**src/rtl/mmio_uart_tx.sv**
```systemverilog
// Memory-mapped 8N1 UART transmitter with a byte FIFO.
// Responds to a 16-word window on the core data bus.
module mmio_uart_tx #(
    parameter logic [15:0] p_BASE_ADDR     = 16'hFF00,
    parameter int          p_CLK_DIV       = 868,
    parameter int          p_FIFO_ADDR_LEN = 3
) (
    input  logic        i_clk,
    input  logic        i_rst,
    input  logic [15:0] i_mem_addr,
    input  logic [15:0] i_mem_wr_data,
    input  logic        i_mem_wr_en,
    output logic [15:0] o_mem_rd_data,
    output logic        o_sel,
    output logic        o_tx
);

    localparam int DEPTH = 1 << p_FIFO_ADDR_LEN;
    localparam int AW    = p_FIFO_ADDR_LEN;
    localparam int CW    = $clog2(p_CLK_DIV);

    localparam logic [3:0]    FULL_CNT = 4'(DEPTH);
    localparam logic [CW-1:0] LAST     = CW'(p_CLK_DIV - 1);

    typedef enum logic [1:0] {
        IDLE,
        START,
        DATA,
        STOP
    } state_t;

    state_t        state;
    state_t        state_next;
    logic [CW-1:0] baud;
    logic [2:0]    bit_idx;
    logic [7:0]    shift;
    logic          tx;
    logic          tx_next;
    logic          pop;
    logic          baud_end;

    logic [7:0]    mem [DEPTH];
    logic [AW-1:0] wr_ptr;
    logic [AW-1:0] rd_ptr;
    logic [3:0]    count;
    logic          ovf;
    logic          en;

    logic [3:0]    offset;
    logic          wr;
    logic          wr_tx;
    logic          wr_ctrl;
    logic          full;
    logic          empty;
    logic          push;
    logic          ovf_set;
    logic          ovf_clr;
    logic          unused_hi;

    assign offset    = i_mem_addr[3:0];
    assign o_sel     = (i_mem_addr[15:4] == p_BASE_ADDR[15:4]);
    assign wr        = i_mem_wr_en & o_sel;
    assign wr_tx     = wr && (offset == 4'd0);
    assign wr_ctrl   = wr && (offset == 4'd2);
    assign full      = (count == FULL_CNT);
    assign empty     = (count == 4'd0);
    assign push      = wr_tx && !full;
    assign ovf_set   = wr_tx && full;
    assign ovf_clr   = wr_ctrl && i_mem_wr_data[1];
    assign baud_end  = (baud == LAST);
    assign o_tx      = tx;
    assign unused_hi = ^i_mem_wr_data[15:8];

    // Combinational register read mux; zero outside the window.
    always_comb begin
        o_mem_rd_data = '0;
        if (o_sel) begin
            unique case (offset)
                4'd1:    o_mem_rd_data = {8'h00, full, empty,
                                          (state != IDLE), ovf, count};
                4'd2:    o_mem_rd_data = {15'h0000, en};
                default: o_mem_rd_data = '0;
            endcase
        end
    end

    // FIFO storage; contents need no reset.
    always_ff @(posedge i_clk) begin
        if (push && !i_rst) begin
            mem[wr_ptr] <= i_mem_wr_data[7:0];
        end
    end

    // FIFO pointers, count, enable and sticky overflow.
    always_ff @(posedge i_clk) begin
        if (i_rst) begin
            wr_ptr <= '0;
            rd_ptr <= '0;
            count  <= '0;
            ovf    <= 1'b0;
            en     <= 1'b1;
        end else begin
            if (push) wr_ptr <= wr_ptr + 1'b1;
            if (pop)  rd_ptr <= rd_ptr + 1'b1;
            unique case ({push, pop})
                2'b10:   count <= count + 4'd1;
                2'b01:   count <= count - 4'd1;
                default: count <= count;
            endcase
            if (ovf_set)      ovf <= 1'b1;
            else if (ovf_clr) ovf <= 1'b0;
            if (wr_ctrl) en <= i_mem_wr_data[0];
        end
    end

    // Serializer state, baud counter, shift register and line output.
    always_ff @(posedge i_clk) begin
        if (i_rst) begin
            state   <= IDLE;
            baud    <= '0;
            bit_idx <= '0;
            shift   <= '0;
            tx      <= 1'b1;
        end else begin
            state <= state_next;
            tx    <= tx_next;
            if (state_next != state || (state == DATA && baud_end))
                baud <= '0;
            else if (state != IDLE)
                baud <= baud + 1'b1;
            if (state != DATA)
                bit_idx <= '0;
            else if (baud_end)
                bit_idx <= bit_idx + 3'd1;
            if (pop)
                shift <= mem[rd_ptr];
            else if (state == DATA && baud_end)
                shift <= {1'b0, shift[7:1]};
        end
    end

    // Next state, pop request and the line level for the next cycle.
    always_comb begin
        state_next = state;
        pop        = 1'b0;
        tx_next    = 1'b1;
        unique case (state)
            IDLE: begin
                if (en && !empty) begin
                    pop        = 1'b1;
                    state_next = START;
                    tx_next    = 1'b0;
                end
            end
            START: begin
                tx_next = 1'b0;
                if (baud_end) begin
                    state_next = DATA;
                    tx_next    = shift[0];
                end
            end
            DATA: begin
                tx_next = shift[0];
                if (baud_end) begin
                    if (bit_idx == 3'd7) begin
                        state_next = STOP;
                        tx_next    = 1'b1;
                    end else begin
                        tx_next = shift[1];
                    end
                end
            end
            STOP: begin
                tx_next = 1'b1;
                if (baud_end) begin
                    if (en && !empty) begin
                        pop        = 1'b1;
                        state_next = START;
                        tx_next    = 1'b0;
                    end else begin
                        state_next = IDLE;
                    end
                end
            end
            default: state_next = IDLE;
        endcase
    end

endmodule
```
**config.mk**
```make
export PLATFORM = sky130hd
export DESIGN_NAME = mmio_uart_tx
export DESIGN_NICKNAME = d
export VERILOG_FILES = /design/src/rtl/mmio_uart_tx.sv
export SDC_FILE = /design/constraint.sdc
export NUM_CORES = 1
export LEC_CHECK = 0
export CAP_MARGIN = 40
export CELL_PAD_IN_SITES_DETAIL_PLACEMENT = 0
export CELL_PAD_IN_SITES_GLOBAL_PLACEMENT = 1
export CORE_ASPECT_RATIO = 0.8
export CORE_UTILIZATION = 49
export CTS_CLUSTER_SIZE = 30
export DETAILED_ROUTE_END_ITERATION = 8
export PLACE_DENSITY_LB_ADDON = 0.1
export SYNTH_ARGS = -nofsm -noshare
export SYNTH_HDL_FRONTEND = slang
export SYNTH_SLANG_ARGS = --single-unit
```
**constraint.sdc**
```tcl
create_clock -name i_clk -period 4.7 [get_ports i_clk]
set_input_delay 0.705 -clock i_clk [delete_from_list [all_inputs] [get_ports i_clk]]
set_output_delay 0.705 -clock i_clk [all_outputs]
set_load 0.02 [all_outputs]
```
==> qor.log <==
qor: sta.clock_skew 0.0117 ns
qor: critical_path.timing.critical_path.fanout_max 6
qor: global_route.grt_pass1_wl 14,100 um
qor: sta.remaining_max_slew_budget_at_the_tightest_pin 46.7%
qor: sta.rsz0062_at_grt no
qor: routing.detail_route.wl_per_cell 16.5 um
qor: run_status.status finished with violations
qor: sta.timing_worst_slew_pin_value 0.790 ns
qor: logic_synthesis.syn_inst 371
qor: routing.avgViaCountPerCell 5.60
qor: die.chipWidth 111 um
qor: critical_path.crit_path_start_kind primary input
qor: routing.drc_violations 3
qor: clock_tree.tritoncts_num_sinks 103
qor: logic_synthesis.synth_enable_flop_cells 64
qor: global_route.grt_overflow_total 0
qor: place.place_ws 0.930 ns
qor: logic_synthesis.synthMostInstantiatedCell edfxtp_1
qor: critical_path.critical_path_required 3.99 ns
qor: die.die_outline_area 9990 sq um
qor: sta.finalHoldViolations 0
qor: routing.finalWirelength 8730 um
qor: critical_path.timing.critical_path.arrival 3.10 ns
qor: global_route.gr-usage-met1 26.1%
qor: logic_synthesis.flip_flop_and_latch_count_after_synthesis 103
qor: power.power.static_leakage 1.88 nW
qor: worst_hold_path.hold_path_class register to register
qor: place.placement.io_buffers 36
qor: cells_and_area.finish.net_count 458
qor: sta.worst_slack 0.893 ns
qor: clock_tree.tritoncts_clock_tree done
qor: logic_synthesis.synth_top_cell_by_area edfxtp_1
qor: die.initial_cell_density_of_the_core 51.1%
qor: logic_synthesis.yosysUniqueCellTypes 55
qor: cells_and_area.antenna_cells 0
qor: logic_synthesis.syn_area_per_cell 12.7 sq um
qor: cells_and_area.finalNonFillerCells 530
qor: power.vdd.ir_drop.worst 0.211 mV
qor: clock_tree.cts_buffers 9
qor: routing.postRouteAntennaNets 0
qor: die.fp.coreArea 9190 sq um
qor: clock_tree.clk_transition_reported_paths 0.07 ns
qor: sta.timing.final.crit_share 81.0%
qor: logic_synthesis.netlist_top_cells_count edfxtp_1 (64), dfxtp_1 (39), nor2_1 (34)
qor: routing.dr.first_iter.drc_count 207
qor: logic_synthesis.synth_largest_type_area_fraction 40.9%
qor: global_route.grt_use_total 18.9%
qor: sta.final.setup.tns 0 ns
qor: logic_synthesis.yosys_most_used_dff edfxtp_1
qor: logic_synthesis.post_synth_main_area_contributors edfxtp_1 (41%), dfxtp_1 (17%), mux4_2 (7.7%), ha_1 (3.5%), nor2_1 (2.7%)
qor: cells_and_area.p_r_area_growth_vs_syn 16.4%
qor: logic_synthesis.post_synth_instance_area 4700 sq um
qor: sta.setup_violations 0
qor: clock_tree.clockBufferDepth 2
qor: global_route.met3_usage 5.23%
qor: global_route.grt_start_max_net_pins 32
qor: logic_synthesis.synthArstFlopShare 0%
qor: die.num_rows 31
qor: place.placed_cells_incl_taps 514
qor: clock_tree.clk-insertion-delay-late 0.35 ns
qor: cells_and_area.num-fill-cells 747
qor: job.maxCapViolCount 0
qor: critical_path.critical_path_class primary input to primary output
qor: power.powerDensity 329 nW/um^2
qor: sta.timing.final.max_slew_violations 0
qor: clock_tree.clockRootBuffer clkbuf_16
qor: logic_synthesis.yosysWarningCount 0
qor: routing.drt_pass1_iterations 8
qor: die.ioPinCount 53
qor: clock_tree.cts_resized 0
qor: clock_tree.ctsHoldBuffers 0
qor: sta.fmax 0.263 GHz
qor: clock_tree.cts-htree-levels 3
qor: cells_and_area.layout-drive-gt1-share 13.7%
qor: logic_synthesis.synth-seq-area-share 57.5%
qor: place.dp.final_hpwl 5970 um
qor: global_route.use_met2 29.3%
qor: global_route.grt_pass1_vias 2,747
qor: routing.vias 2,968
qor: place.gp_congestion 0.748
qor: global_route.grt-busiest-layer met2
qor: sta.period_needed 3.81 ns
qor: critical_path.critPathCaptureType primary output
qor: run_status.violations_in_the_final_reports design-rule violations
qor: die.dieHeight 89.6 um
qor: clock_tree.post_cts_setup_bufs 0
qor: global_route.grt_antenna_before_repair 0
through the flow:
step	total power, mW	util, %	hold WS (ns)	instance area (sq um)
6_report	1.80	59.5	0.463	5470
3_5_place_dp	1.06	56.1	0.458	5160
4_1_cts	1.82	59.5	0.467	5470
2_1_floorplan	1.03	-	0.440	4730
3_3_place_gp	1.06	55.9	0.447	5140
5_1_grt	1.85	59.5	0.489	5470
registers in the layout, summed over array words and instances, names as in the netlist, named ones only:
| signal | flops |
|---|---|
| shift | 8 |
| en | 1 |
| ovf | 1 |
| mem | 64 |
| baud | 10 |
| count | 4 |
| o_tx | 1 |
| wr_ptr | 3 |
| rd_ptr | 3 |
| state | 2 |
| bit_idx | 3 |
power breakdown:
| group | internal (mW) | total, mW | leakage [nW] | switching (mW) |
|---|---|---|---|---|
| Clock | 0.387 | 0.759 | 0.153 | 0.372 |
| Combinational | 0.0339 | 0.0770 | 0.833 | 0.0431 |
| Sequential | 0.960 | 0.965 | 0.889 | 0.00481 |
| Total | 1.38 | 1.80 | 1.88 | 0.420 |
worst paths after layout:
path | startpoint | endpoint | slack [ns] | depth (start not counted)
worst max-delay path | i_mem_addr[5] | o_mem_rd_data[6] | 0.89 | 6
worst min-delay path | bit_idx[1] | bit_idx[1] | 0.46 | 2
worst max register to register | count[0] | count[2] | 1.62 | 12
worst min register to register | bit_idx[1] | bit_idx[1] | 0.46 | 2
cell families after synthesis:
family	count (synthesis)	synth area share [%]
and+or+nand+nor	133	16.1
DFF	103	57.5
AOI/OAI and AO/OA	51	7.38
buffers and inverters	34	3.94
muxes	20	8.52
xor gates and xnor gates	16	2.98
adders and majority gates	13	3.46
other	1	0.0798
area by class of cell:
type	instances	area (sq um)	area share, %
Sequential cell	103	2700	49.4
Multi-Input combinational cell	241	1840	33.6
Timing Repair Buffer	47	443	8.10
Clock buffer	9	225	4.12
Tap cell	115	144	2.63
Clock inverter	7	88.8	1.62
Inverter	8	30.0	0.549
metal layers:
| layer | share of wire (%) | vias up |
|---|---|---|
| li1 | - | 1449 |
| met1 | 51 | 1436 |
| met2 | 43 | 72 |
| met3 | 4.7 | 11 |
| met4 | 1.2 | 0 |
| met5 | 0 | - |
cell usage in the layout, fill, tap and decap left out, drive strengths merged, types with 2 or more instances in the layout:
cell and instances:
or2 2, nand3b 3, nor4 4, edfxtp 64, nand2 20, clkdlybuf4s50 36, a211o 2, o21ai 9
or3 5, o41ai 2, xnor2 5, nor3 7, clkbuf 9, conb 8, a311oi 7, or4b 2
a31oi 3, nor2 34, a21oi 14, nand4b 3, buf 11, and2 3, ha 13, nand3 17
inv 13, nor2b 12, nand4 2, mux4 16, clkinv 2, and3 10, mux2i 4, nand2b 5
xor2 11, a211oi 7, dfxtp 39
worst max-delay path: stages:
cell and delay [ns]:
clkdlybuf4s50_1 0.40, or4b_4 0.54, nor3_4 0.32, nand3_1 0.20, nor3b_1 0.27, clkdlybuf4s50_1 0.66
No activity file was read; power rests on OpenSTA's default activity.
